--- src/rtl/ps2_host_tx.sv ---
// PS/2 host-to-device transmitter: inhibits the bus, sends a start bit, 8 data bits,
// odd parity and stop, then waits for the device ACK and bus idle.
//
// state     | meaning
// ----------+---------------------------------------------------------------
// S_IDLE    | both lines released, waiting for start
// S_INHIBIT | clock held low for INHIBIT ce ticks
// S_REQ     | clock and data low (start bit) for one ce tick
// S_SEND    | clock released; data bits, parity, stop shifted on each fall
// S_ACK     | waiting for the 11th fall to sample the device ACK
// S_WAIT    | waiting for clock and data both high before signalling done
module ps2_host_tx #(
  parameter int INHIBIT = 128,
  parameter int TIMEOUT = 20000
) (
  input  logic       clock,
  input  logic       reset,
  input  logic       ce,
  input  logic [1:0] ps2,
  input  logic       start,
  input  logic [7:0] data,
  output logic       ps2c_low,
  output logic       ps2d_low,
  output logic       busy,
  output logic       done,
  output logic       error
);

  localparam int IW = $clog2(INHIBIT + 1);
  localparam int TW = $clog2(TIMEOUT + 1);
  localparam logic [IW-1:0] INH_LOAD = IW'(INHIBIT - 1);
  localparam logic [TW-1:0] TMO_LOAD = TW'(TIMEOUT - 1);

  typedef enum logic [2:0] {
    S_IDLE, S_INHIBIT, S_REQ, S_SEND, S_ACK, S_WAIT
  } state_t;

  state_t          state_q, state_d;
  logic [7:0]      ps2f_q, ps2f_d;
  logic            pc_q, pc_d;
  logic            pd_q, pd_d;
  logic            fall;
  logic [7:0]      sh_q, sh_d;
  logic            par_q, par_d;
  logic [3:0]      k_q, k_d;
  logic [IW-1:0]   inh_q, inh_d;
  logic [TW-1:0]   tmo_q, tmo_d;
  logic            cl_q, cl_d;
  logic            dl_q, dl_d;
  logic            done_q, done_d;
  logic            err_q, err_d;
  logic            timed_out;

  // Glitch filter: clean clock level needs 8 identical ce samples to change.
  always_comb begin
    ps2f_d = ps2f_q;
    pc_d   = pc_q;
    pd_d   = pd_q;
    fall   = 1'b0;
    if (ce) begin
      ps2f_d = {ps2f_q[6:0], ps2[0]};
      pd_d   = ps2[1];
      if (&ps2f_d)
        pc_d = 1'b1;
      else if (ps2f_d == 8'h00)
        pc_d = 1'b0;
      fall = pc_q & ~pc_d;
    end
  end

  assign timed_out = ce && !fall && (tmo_q == '0);

  always_comb begin
    state_d = state_q;
    sh_d    = sh_q;
    par_d   = par_q;
    k_d     = k_q;
    inh_d   = inh_q;
    tmo_d   = tmo_q;
    cl_d    = cl_q;
    dl_d    = dl_q;
    done_d  = 1'b0;
    err_d   = 1'b0;

    case (state_q)
      S_IDLE: begin
        cl_d = 1'b0;
        dl_d = 1'b0;
        if (start) begin
          sh_d    = data;
          par_d   = ~^data;
          k_d     = '0;
          inh_d   = INH_LOAD;
          tmo_d   = TMO_LOAD;
          cl_d    = 1'b1;
          state_d = S_INHIBIT;
        end
      end
      S_INHIBIT: begin
        if (ce) begin
          if (inh_q == '0) begin
            dl_d    = 1'b1;
            state_d = S_REQ;
          end else begin
            inh_d = inh_q - 1'b1;
          end
        end
      end
      S_REQ: begin
        if (ce) begin
          cl_d    = 1'b0;
          k_d     = '0;
          tmo_d   = TMO_LOAD;
          state_d = S_SEND;
        end
      end
      S_SEND, S_ACK, S_WAIT: begin
        if (fall)
          tmo_d = TMO_LOAD;
        else if (ce && tmo_q != '0)
          tmo_d = tmo_q - 1'b1;

        if (timed_out) begin
          err_d   = 1'b1;
          cl_d    = 1'b0;
          dl_d    = 1'b0;
          state_d = S_IDLE;
        end else if (state_q == S_SEND) begin
          if (fall) begin
            k_d = k_q + 4'd1;
            if (k_q < 4'd8) begin
              dl_d = ~sh_q[k_q[2:0]];
            end else if (k_q == 4'd8) begin
              dl_d = ~par_q;
            end else begin
              dl_d    = 1'b0;
              state_d = S_ACK;
            end
          end
        end else if (state_q == S_ACK) begin
          if (fall) begin
            if (!pd_q) begin
              state_d = S_WAIT;
            end else begin
              err_d   = 1'b1;
              dl_d    = 1'b0;
              state_d = S_IDLE;
            end
          end
        end else begin
          if (ce && pc_q && pd_q) begin
            done_d  = 1'b1;
            state_d = S_IDLE;
          end
        end
      end
      default: begin
        cl_d    = 1'b0;
        dl_d    = 1'b0;
        state_d = S_IDLE;
      end
    endcase
  end

  always_ff @(posedge clock or negedge reset) begin
    if (!reset) begin
      state_q <= S_IDLE;
      ps2f_q  <= 8'hFF;
      pc_q    <= 1'b1;
      pd_q    <= 1'b1;
      sh_q    <= '0;
      par_q   <= 1'b0;
      k_q     <= '0;
      inh_q   <= '0;
      tmo_q   <= '0;
      cl_q    <= 1'b0;
      dl_q    <= 1'b0;
      done_q  <= 1'b0;
      err_q   <= 1'b0;
    end else begin
      state_q <= state_d;
      ps2f_q  <= ps2f_d;
      pc_q    <= pc_d;
      pd_q    <= pd_d;
      sh_q    <= sh_d;
      par_q   <= par_d;
      k_q     <= k_d;
      inh_q   <= inh_d;
      tmo_q   <= tmo_d;
      cl_q    <= cl_d;
      dl_q    <= dl_d;
      done_q  <= done_d;
      err_q   <= err_d;
    end
  end

  assign ps2c_low = cl_q;
  assign ps2d_low = dl_q;
  assign busy     = (state_q != S_IDLE);
  assign done     = done_q;
  assign error    = err_q;

endmodule

--- config.mk ---
export PLATFORM = sky130hd
export DESIGN_NAME = ps2_host_tx
export DESIGN_NICKNAME = d
export VERILOG_FILES = /design/src/rtl/ps2_host_tx.sv
export SDC_FILE = /design/constraint.sdc
export NUM_CORES = 1
export LEC_CHECK = 0
export CAP_MARGIN = 20
export CORE_ASPECT_RATIO = 1.25
export CORE_MARGIN = 5
export CORE_UTILIZATION = 40
export CTS_CLUSTER_DIAMETER = 200
export DETAILED_ROUTE_END_ITERATION = 7
export PLACE_DENSITY = 0.69
export SETUP_SLACK_MARGIN = 0.02
export SKIP_LAST_GASP = 1
export SYNTH_ARGS = -nofsm -noshare
export SYNTH_HDL_FRONTEND = slang
export SYNTH_SLANG_ARGS = --single-unit
--- constraint.sdc ---
create_clock -name clock -period 2.3 [get_ports clock]
set_clock_uncertainty 0.15 [all_clocks]
set_input_delay 0.46 -clock clock [delete_from_list [all_inputs] [get_ports clock]]
set_output_delay 0.46 -clock clock [all_outputs]
set_load 0.05 [all_outputs]
==> results.md, run 1 <==
- The run finished, with violations left.
- The checks that failed: setup timing.
- The total setup violations reported at the end of the flow is 3.
- The worst setup margin is -0.0446 ns.
- The leakage power figure is 1.61 nW.
- The leading area contributor after synthesis is sky130_fd_sc_hd__dfrtp_1.
- The first-pass GRT wire length is 11.2 mm.
- The post-DP HPWL is 4.85 mm.
- The die span in x is 87.0 µm.
- The initial utilization of the core area, before any placement, comes to 40.6%.
- TritonCTS built the clock tree.
- The actual slew at the worst max-slew pin is 0.648 ns.
- The number of standard cells in the final layout excluding fillers is 467.
- The per-cell via count in the routed design is 5.42.
- The area share of the largest cell type after synthesis is 36.3%.
- The power after layout is 3.02 mW.
- The routed layout has 2530 vias.
- In the synthesized netlist the async set-or-reset flop fraction comes to 100%.
- The count of antenna diodes in the layout is 0.
- Of the synthesized area, sequential elements account for 44.2%.
- The maximum clock insertion buffer count is 2.
- Before antenna repair, the detailed router went through 4 iterations.
- In the synthesized netlist, the number of instances is 294.
- The area added between synthesis and finish is 33.0%.
- The number of placement rows is 35.
- The time the final worst path needs with I/O delays and setup is 2.34 ns.
- The worst relative slew slack is 56.8%.
- The final-report max-slew violation count is 0.
- The overall die area is 9250 µm².
- In this run, placement finished with an instance count of 449.
- Fill cells in the final layout number 635.
- The count of buffers added on input and output ports is 18.
- During synthesis, Yosys emitted a total of 0 warnings.
- Clock latency on the worst-skew pair, taken at its later pin, is 0.32 ns.
- In the synthesized netlist, the cells that appear most often are sky130_fd_sc_hd__dfrtp_1 (43), sky130_fd_sc_hd__nand2_1 (22), sky130_fd_sc_hd__mux2_2 (16), sky130_fd_sc_hd__o21ai_0 (16), sky130_fd_sc_hd__nor2_1 (15).
- In this run the standard cell core region covers 7310 µm².
- Setup repair after global routing could not meet its margin everywhere.
- The congestion estimate from routability-driven global placement came to 0.846.
- The final global-route overflow total is 0.
- The number of levels the H-tree was split into is 2.
- The CTS buffer count is 5.
- The TritonCTS sink count is 52.
- After detailed routing, the average wire length per cell comes to 14.5 µm.
- The part of the cycle the worst path needs is 102%.
- The overall routing resource usage is 14.9%.
- In the routed design, unresolved DRC markers number 0.
- The synthesized design contains 52 register bits.
- STA puts the critical path data required time at 2.41 ns.
- The number of synthesized flops with an enable pin is 0.
- The via count of the first global-routing pass is 2477.
- For this design the top-level I/O count stands at 19.
- The first routing iteration left 113 violations.
- The number of nets in the synthesized netlist is 314.
- The most used flip-flop cell after synthesis is sky130_fd_sc_hd__dfrtp_1.
- In this run the mean area of a mapped cell was 10.1 µm².
- STA classifies the critical path startpoint as a flip-flop.
- Max-cap violations in this run came to 0.
- The number of nets still failing antenna checks after routing is 0.
- Ranked by total cell area, the synthesized netlist is headed by sky130_fd_sc_hd__dfrtp_1 (36%), sky130_fd_sc_hd__dfstp_2 (8.0%), sky130_fd_sc_hd__mux2_2 (6.1%).
- The overall routed net length is 6.76 mm.
- The proportion of layout cells with a drive suffix above 1 is 37.3%.
- After synthesis the cells add up to 2970 µm².
- The core utilization of the finished layout is 54.0%.
- The highest clock rate is 0.427 GHz.
- The data arrival time of the critical path is 2.46 ns.
- Across the VDD grid, the largest voltage drop is 0.684 mV.
- The largest driver fanout on the critical path is 5.
- In the final design database the tool counted 394 nets.
- The pin count of the biggest net entering global routing is 53.
- The worst setup path category is reg2reg.
- The worst min-delay path category is in2async.
- The unique cell type count in the Yosys netlist is 60.
- The ratio of total power to cell area is 765 nW/µm².
- Clock-pin slew was measured on the worst setup and hold paths at 0.10 ns.
- The kind of end point of the critical path is a flip-flop.
- Measured along the y axis, the die boundary spans 106 µm.
- The number of failing hold endpoints at the final stage was 0.
- The root buffer cell is sky130_fd_sc_hd__clkbuf_8.
- By instance count, the leading cell after synthesis is sky130_fd_sc_hd__dfrtp_1.
- The number of antenna violations at the first check in global routing is 0.
==> cell usage in the layout, fill, tap and decap left out, types with 6 or more instances in the layout <==
cell                              synthesis  layout
sky130_fd_sc_hd__dfstp_2                  9       9
sky130_fd_sc_hd__nand2b_1                 9       9
sky130_fd_sc_hd__nand2_1                 22      20
sky130_fd_sc_hd__inv_1                   10       8
sky130_fd_sc_hd__mux2_2                  16      16
sky130_fd_sc_hd__dfrtp_1                 43      43
sky130_fd_sc_hd__nor4_1                   8       7
sky130_fd_sc_hd__o21ai_0                 16      13
sky130_fd_sc_hd__buf_4                    0      67
sky130_fd_sc_hd__clkdlybuf4s50_1          0      14
sky130_fd_sc_hd__nor2_1                  15      15
sky130_fd_sc_hd__xnor2_1                 14      13
sky130_fd_sc_hd__a21oi_1                 13      10
sky130_fd_sc_hd__nand4_1                  6       6
sky130_fd_sc_hd__nand3_1                 11      11
==> critical path, cell delays in order, from the launching register on <==
cell and delay [ns]:
sky130_fd_sc_hd__dfrtp_1 0.39, sky130_fd_sc_hd__or4_4 0.59, sky130_fd_sc_hd__or3_4 0.37, sky130_fd_sc_hd__or3_4 0.37
sky130_fd_sc_hd__or3_1 0.34, sky130_fd_sc_hd__nand3_1 0.07
==> metal layers <==
metal,up-vias,routed length (µm),GRT usage [%]
met3,14,249,2.71
met4,0,134,5.57
met2,49,3480,24.8
met5,-,0,0
met1,1217,2900,19.1
li1,1250,-,-
==> cells by family after synthesis <==
family	Yosys count	share of synthesized area [%]
AO/OA/AOI/OAI	70	15.7
XOR/XNOR	17	5.02
adder cells (fa/ha/maj)	6	2.53
buffers and inverters	23	4.09
flip-flops	52	44.2
multiplexers	19	7.93
AND/OR/NAND/NOR	107	20.5
==> path summary, 6_finish.rpt <==
kind	startpoint	endpoint	slack, ns	cells past startpoint
worst max-delay path	tmo_q[3]	tmo_q[14]	-0.04	5
worst min-delay path	reset	tmo_q[2]	0.09	2
worst max register to register	tmo_q[3]	tmo_q[14]	-0.04	5
worst min register to register	par_q	par_q	0.34	2
max in group asynchronous	reset	state_q[0]	1.47	2
min in group clock	par_q	par_q	0.34	2
==> what timing repair did <==
item | CTS | global route
gates resized for setup | 13 | 24
hold buffers | 0 | 0
setup buffers | 2 | 8
cloned | 0 | 0
setup endpoints to repair | 15 | 25
pin swaps | 5 | 18
==> state kept, by name (all words and copies together), names as in the netlist <==
| register | flops |
|---|---|
| ps2d_low | 1 |
| inh_q | 8 |
| error | 1 |
| state_q | 3 |
| pd_q | 1 |
| pc_q | 1 |
| done | 1 |
| k_q | 4 |
| par_q | 1 |
| ps2f_q | 7 |
| ps2c_low | 1 |
| sh_q | 8 |
| tmo_q | 15 |
==> final cells by class <==
cell class | count | area, µm² | area share (%)
multi-input cells | 219 | 1670 | 42.4
flip-flops and latches | 52 | 1310 | 33.3
repair buffers | 86 | 696 | 17.6
well taps | 92 | 115 | 2.92
clock buffers | 5 | 68.8 | 1.74
clock inverters | 3 | 42.5 | 1.08
inverters | 10 | 37.5 | 0.951
==> through the flow <==
step / hold slack, ns / setup WS (ns) / setup TNS (ns) / cell area [µm²]
2_1_floorplan: 0.0144 / -0.0444 / -0.0924 / 2980
3_3_place_gp: 0.308 / -0.382 / -6.20 / 3610
3_5_place_dp: 0.323 / -0.412 / -6.67 / 3610
4_1_cts: 0.117 / -0.00330 / -0.00330 / 3790
5_1_grt: 0.159 / -0.0841 / -0.426 / 3950
6_report: 0.0929 / -0.0446 / -0.0480 / 3950
==> power breakdown <==
group          leakage, nW  switching, mW  internal (mW)
clock               0.0541          0.311          0.322
sequential           0.594          0.141           1.14
combinational        0.966          0.540          0.559
total                 1.61          0.992           2.03
Power figures use the tool's default switching activity.
==> inputs of run 2 (changes only) <==
- SKIP_LAST_GASP: 1 -> not set
==> run 2 against run 1 <==
  * The flow still finishes with violations (setup timing)
  * Count of clock-buffer cells in the layout unchanged
  * Global-route usage unchanged
  * Combinational power about the same
  * Core utilization increased by 0.086 points
  * Worst hold slack improved by 0.0030 ns
  * Critical path depth unchanged
  * Fmax about the same
==> results.md, run 2 (synthesis gave the netlist of run 1 again) <==
- The highest clock rate is 0.427 GHz (about the same).
- The quantity of hold-fixing buffers added after cts is 0 (unchanged).
- The number of maximum-capacitance violations came to 0 (unchanged).
- The final-report max-slew violation count is 0 (unchanged).
- The starting DRC count in detailed routing is 112 (-0.88%).
- TritonCTS built the clock tree.
- The area added between synthesis and finish is 33.2%.
- The final estimated routing congestion in global placement came to 0.846 (unchanged).
- The number of standard cells in the final layout excluding fillers came to 467 (unchanged).
- The post-DP HPWL is 4.85 mm (unchanged).
- The proportion of layout cells with a drive suffix above 1 is 37.6% (+0.27 points).
- The worst min-delay path category is in2async.
- The first-pass GRT wire length was 11.2 mm (unchanged).
- The average wire per standard cell is 14.5 µm (+0.33%).
- The kind of launch point of the worst setup path is a flip-flop.
- The flow ran to the end, but the final reports show violations.
- The worst relative slew slack was 56.6% (-0.19 points).
- The leading cell type in the layout, fill and taps excluded is sky130_fd_sc_hd__buf_4.
- The post-detailed-route DRC marker count is 0 (unchanged).
- The flip-flop count of the largest register after layout came to 15 (unchanged).
- The worst setup margin is -0.0435 ns (+0.00109 ns).
- The number of nets still failing antenna checks after routing is 0 (unchanged).
- The kind of end point of the critical path is a flip-flop.
- The required arrival time at the worst endpoint was 2.41 ns (about the same).
- The number of placement rows was 35 (unchanged).
- The core utilization of the finished layout is 54.0% (+0.086 points).
- Leaving out fill and tap cells, the most frequent cells in the layout are sky130_fd_sc_hd__buf_4 (67), sky130_fd_sc_hd__dfrtp_1 (43), sky130_fd_sc_hd__nand2_1 (20).
- The largest registers in the layout are tmo_q x15, inh_q x8, sh_q x8.
- The source-to-sink clock delay at the later pin of the worst-skew pair is 0.32 ns (about the same).
- The part of the cycle the worst path needs is 102% (about the same).
- The height of the chip came to 106 µm (unchanged).
- The worst setup path category is reg2reg.
- The number of nets in the layout is 394 (unchanged).
- Setup repair after global routing could not meet its margin everywhere.
- The time the final worst path needs with I/O delays and setup is 2.34 ns (-0.00109 ns).
- The final reports fail on setup timing.
- The overall routing resource usage is 14.9% (unchanged).
- The initial standard-cell utilization of the core is 40.6% (unchanged).
- The total setup violations reported at the end of the flow is 3 (unchanged).
- The clock-pin slew on the worst setup and hold paths is 0.10 ns (about the same).
- The leakage power figure is 1.61 nW (about the same).
- The TritonCTS sink count is 52 (unchanged).
- The number of antenna violations at the first check in global routing came to 0 (unchanged).
- The via count came to 2530 (unchanged).
- The data arrival time of the critical path is 2.46 ns (about the same).
- The core area is 7310 µm² (unchanged).
- The final global-route overflow total is 0 (unchanged).
- The via count of the first global-routing pass is 2477 (unchanged).
- The slack of the worst reg-to-reg path is -0.04 ns (about the same).
- The count of antenna diodes in the layout was 0 (unchanged).
- The ratio of total power to cell area is 763 nW/µm² (-0.18%).
- The top-level port count is 19 (unchanged).
- The number of levels the H-tree was split into came to 2 (unchanged).
- The number of failing hold endpoints at the final stage came to 0 (unchanged).
- The die span in x is 87.0 µm (unchanged).
- The register bank with the most flops is tmo_q.
- The number of cells in the design after placement is 449 (unchanged).
- The per-cell via count in the routed design is 5.42 (unchanged).
- The overall routed net length was 6.79 mm (+0.33%).
- The largest driver fanout on the critical path was 5 (unchanged).
- The maximum clock insertion buffer count is 2 (unchanged).
- The root buffer cell is sky130_fd_sc_hd__clkbuf_8.
- The number of fill cells in the layout is 634 (-0.16%).
- The actual slew at the worst max-slew pin is 0.651 ns (+0.00278 ns).
- The CTS buffer count was 5 (unchanged).
- The number of input and output port buffers inserted was 18 (unchanged).
- The worst IR drop on VDD is 0.684 mV (about the same).
- The pin count of the biggest net entering global routing is 53 (unchanged).
- The number of detailed-route iterations in the first pass is 4 (unchanged).
- The overall die area is 9250 µm² (unchanged).
run 2: cell types whose count changed in the layout (fill, tap and decap cells not counted):
cell / previous run / this run
sky130_fd_sc_hd__o22ai_2: 0 / 1
sky130_fd_sc_hd__o22ai_1: 2 / 1
run 2: power by group:
group,switching [mW],internal (mW)
logic,0.541,0.559
registers,0.141,1.14
clock network,0.310,0.322
total,0.992,2.03
run 2: final timing paths:
path                       startpoint         end  cells after the start
min in group clock              par_q       par_q                      2
min reg2reg                     par_q       par_q                      2
min                             reset    tmo_q[4]                      2
max                          tmo_q[3]   tmo_q[14]                      5
max reg2reg                  tmo_q[3]   tmo_q[14]                      5
max in group asynchronous       reset  state_q[0]                      2
run 2: what timing repair did:
item / 4_1_cts / 5_1_grt
resized for setup: 13 / 25
buffers inserted: 2 / 8
hold endpoints to repair: 0 / 0
endpoints found under the setup margin: 15 / 25
pin swaps: 5 / 18
run 2: worst max-delay path: stages (launching register included):
cell	delay, ns
sky130_fd_sc_hd__dfrtp_1	0.39
sky130_fd_sc_hd__or4_4	0.59
sky130_fd_sc_hd__or3_4	0.37
sky130_fd_sc_hd__or3_4	0.37
sky130_fd_sc_hd__or3_1	0.34
sky130_fd_sc_hd__nand3_1	0.07
run 2: metal layers:
layer	track usage (%)	part of all wire (%)
met3	2.71	3.0
met2	24.8	51
met1	19.1	44
met5	0	0
met4	5.57	2.0
run 2: stage by stage:
stage	total power, mW	instance area, µm²	setup TNS (ns)	hold WS (ns)	setup slack (ns)
2_1_floorplan	1.93	2980	-0.0924	0.0144	-0.0444
3_3_place_gp	2.30	3610	-6.20	0.308	-0.382
3_5_place_dp	2.33	3610	-6.67	0.323	-0.412
4_1_cts	3.00	3790	-0.00330	0.117	-0.00330
5_1_grt	3.20	3950	-0.419	0.159	-0.0841
6_report	3.02	3950	-0.0487	0.0959	-0.0435
run 2: area by class of cell:
cell class / count / area, µm² / share of cell area (%)
clock buffer: 5 / 68.8 / 1.74
clock inverter: 3 / 42.5 / 1.08
inverter: 10 / 37.5 / 0.950
multi-input combinational: 219 / 1680 / 42.5
sequential: 52 / 1310 / 33.2
tap: 92 / 115 / 2.91
timing repair buffer: 86 / 696 / 17.6
==> inputs of run 3 (changes only) <==
- CAP_MARGIN: 20 -> not set
- CORE_UTILIZATION: 40 -> 53
- PLACE_DENSITY: 0.69 -> 0.84
==> run 3 against run 2 <==
  * The flow still finishes with violations (setup timing)
  * Count of clock-buffer cells in the layout rose by 2
  * Die area fell by 22%
  * Combinational power barely moved
  * Sequential share of layout area rose by 0.32 points
  * Via count rose by 2.5%
  * Non-clock buffer count fell by 8
  * Critical endpoint is now tmo_q[7]
  * Largest power group unchanged
==> results.md, run 3 (synthesis gave the netlist of run 1 again) <==
- The flow ran to the end, but the final reports show violations.
- The checks that failed: setup timing.
- The kind of end point of the critical path is a flip-flop.
- The overall routing resource usage came to 20.0% (+5.1 points).
- The root buffer cell is sky130_fd_sc_hd__clkbuf_8.
- After detailed routing, no signal wire sits above met4.
- The starting DRC count in detailed routing is 147 (+31%).
- The average wire per standard cell is 17.0 µm (+17%).
- The data arrival time of the critical path is 2.44 ns (-0.02 ns).
- The highest clock rate is 0.424 GHz (-0.57%).
- The final-report max-slew violation count is 0 (unchanged).
- The die span in x came to 76.9 µm (-12%).
- The library cell used most frequently in the layout, excluding fill and tap cells, is sky130_fd_sc_hd__buf_4.
- The via count came to 2592 (+2.5%).
- The pin count of the biggest net entering global routing is 53 (unchanged).
- The final global-route overflow total is 0 (unchanged).
- tmo_q holds more flip-flops than any other register.
- The number of input and output port buffers inserted came to 18 (unchanged).
- The slack of the worst reg-to-reg path is -0.06 ns (about the same).
- The TritonCTS sink count is 52 (unchanged).
- In this run the critical register-to-register path is launched from tmo_q[2].
- The kind of launch point of the worst setup path is a flip-flop.
- The number of placement rows was 30 (-14%).
- The number of antenna violations at the first check in global routing is 0 (unchanged).
- The post-DP HPWL is 5.03 mm (+3.7%).
- The height of the chip was 93.6 µm (-12%).
- The source-to-sink clock delay at the later pin of the worst-skew pair is 0.31 ns (about the same).
- Relative to the synthesized area, the layout overhead comes to 32.0%.
- The met2 layer wire length in the routed design is 3.92 mm (+13%).
- Tracing the worst setup path back leads to its startpoint at tmo_q[2].
- The overall routed net length is 7.34 mm (+8.2%).
- The leakage power figure came to 1.59 nW (-1.7%).
- The count of cell instances traversed by the critical path was 7 (+2).
- The number of failing hold endpoints at the final stage is 0 (unchanged).
- The clock-pin slew on the worst setup and hold paths is 0.09 ns (about the same).
- The worst IR drop on VDD is 0.709 mV (+3.5%).
- The number of nets still failing antenna checks after routing was 0 (unchanged).
- The worst hold slack is 0.366 ns (+0.270 ns).
- The number of cells on the worst reg-to-reg path is 7 (+2).
- The overall die area is 7200 µm² (-22%).
- The time the final worst path needs with I/O delays and setup is 2.36 ns (+0.0134 ns).
- The per-cell via count in the routed design is 6.01 (+11%).
- The core area came to 5440 µm² (-26%).
- The top-level port count is 19 (unchanged).
- The number of maximum-capacitance violations is 0 (unchanged).
- The via count of the first global-routing pass is 2640 (+6.6%).
- The number of nets in the layout was 386 (-2.0%).
- The first-pass GRT wire length is 11.7 mm (+5.3%).
- The critical path goes through or4_4, or4_4, nand4_1, buf_6, buf_6, o31ai_2, a21oi_1.
- The number of cells in the design after placement is 415 (-7.6%).
- The final estimated routing congestion in global placement is 0.821 (-3.1%).
- On the critical path, the stage with the largest delay is an instance of sky130_fd_sc_hd__or4_4.
- The number of standard cells in the final layout excluding fillers is 431 (-7.7%).
- The number of detailed-route iterations in the first pass is 4 (unchanged).
- The ratio of total power to cell area came to 761 nW/µm² (-0.36%).
- The library cells used most frequently in the layout, excluding fill and tap cells, are sky130_fd_sc_hd__buf_4 (54), sky130_fd_sc_hd__dfrtp_1 (43), sky130_fd_sc_hd__nand2_1 (20).
- The required arrival time at the worst endpoint came to 2.38 ns (-0.03 ns).
- The largest driver fanout on the critical path is 6 (+1).
- The worst setup path category is reg2reg.
- The number of buffers and inverters on the critical path is 2 (+2).
- The total length of routed met3 wires was 320 µm (+59%).
- The worst relative slew slack came to 64.6% (+8.0 points).
- The largest stage delay on the critical path is 0.58 ns (about the same).
- The initial standard-cell utilization of the core is 54.5% (+14 points).
- The largest registers in the layout are tmo_q x15, inh_q x8, sh_q x8.
- The total negative setup slack is -0.115 ns (-0.0661 ns).
- The CTS tree is built.
- The flip-flop count of the largest register after layout is 15 (unchanged).
- The worst setup margin is -0.0569 ns (-0.0134 ns).
- The worst reg2reg path endpoint is tmo_q[7].
- The maximum clock insertion buffer count is 2 (unchanged).
- The post-detailed-route DRC marker count is 0 (unchanged).
- The count of antenna diodes in the layout was 0 (unchanged).
- The CTS buffer count is 5 (unchanged).
- The worst hold path belongs to the class reg2reg.
- The part of the cycle the worst path needs is 102% (+0.58 points).
- In this run the worst setup path terminates at tmo_q[7].
- The number of levels the H-tree was split into is 2 (unchanged).
- The kind of cell with the highest combined delay on the critical path is simple AND/OR/NAND/NOR gates.
- Setup repair after global routing could not meet its margin everywhere.
- The actual slew at the worst max-slew pin came to 0.523 ns (-0.128 ns).
- The proportion of layout cells with a drive suffix above 1 came to 37.3% (-0.27 points).
- The total setup violations reported at the end of the flow is 4 (+1).
- The wire length on met1 came to 2.88 mm (-2.9%).
==> run 3: area by class of cell <==
cell class	count	area, µm²
Clock buffer	7	86.3
Sequential cell	52	1310
Fill cell	382	1530
Timing Repair Buffer	78	662
Inverter	10	37.5
Tap cell	64	80.1
Multi-Input combinational cell	219	1730
Clock inverter	1	7.51
==> run 3: repair_timing <==
action,in CTS,in global routing
hold buffers,1,0
pin swaps,12,13
resized for setup,17,31
setup buffers,4,3
endpoints found under the hold margin,43,0
endpoints found under the setup margin,18,29
==> run 3: per-stage QoR <==
step                power [mW]  utilization [%]  setup WS, ns  instance area [µm²]
floorplan                 1.93                -       -0.0444                 2980
finish                    2.98             71.9       -0.0569                 3920
global route              3.16             71.9        -0.110                 3920
CTS                       2.93             68.6       -0.0885                 3740
detailed placement        2.33             65.2        -0.475                 3550
global placement          2.27             65.2        -0.436                 3550
==> run 3: worst min-delay path by stage <==
stage / start / endpoint / cells past startpoint
5_1_grt: ps2f_q[6] / ps2f_q[6] / 2
2_1_floorplan: reset / done / 0
6_report: ps2f_q[6] / ps2f_q[6] / 2
3_5_place_dp: reset / tmo_q[1] / 2
4_1_cts: ps2f_q[6] / ps2f_q[6] / 2
3_3_place_gp: par_q / par_q / 2
==> run 3: power by group <==
group / leakage [nW] / total, mW / internal [mW] / switching, mW
registers: 0.594 / 1.31 / 1.14 / 0.165
logic: 0.949 / 1.13 / 0.563 / 0.566
clock network: 0.0445 / 0.541 / 0.245 / 0.296
==> run 3: worst register-to-register path: cells and delay by family, from the launching register on <==
kind / cells / cell delay, ns
and+or+nand+nor: 3 / 1.29
AOI/OAI and AO/OA: 2 / 0.21
buffers and inverters: 2 / 0.22
DFF: 1 / 0.40
==> run 3: per-layer routing <==
metal / up-vias / global-route usage [%]
met5: - / 0
met4: 0 / 8.31
met3: 21 / 3.56
met2: 63 / 36.6
met1: 1268 / 22.8
li1: 1240 / -
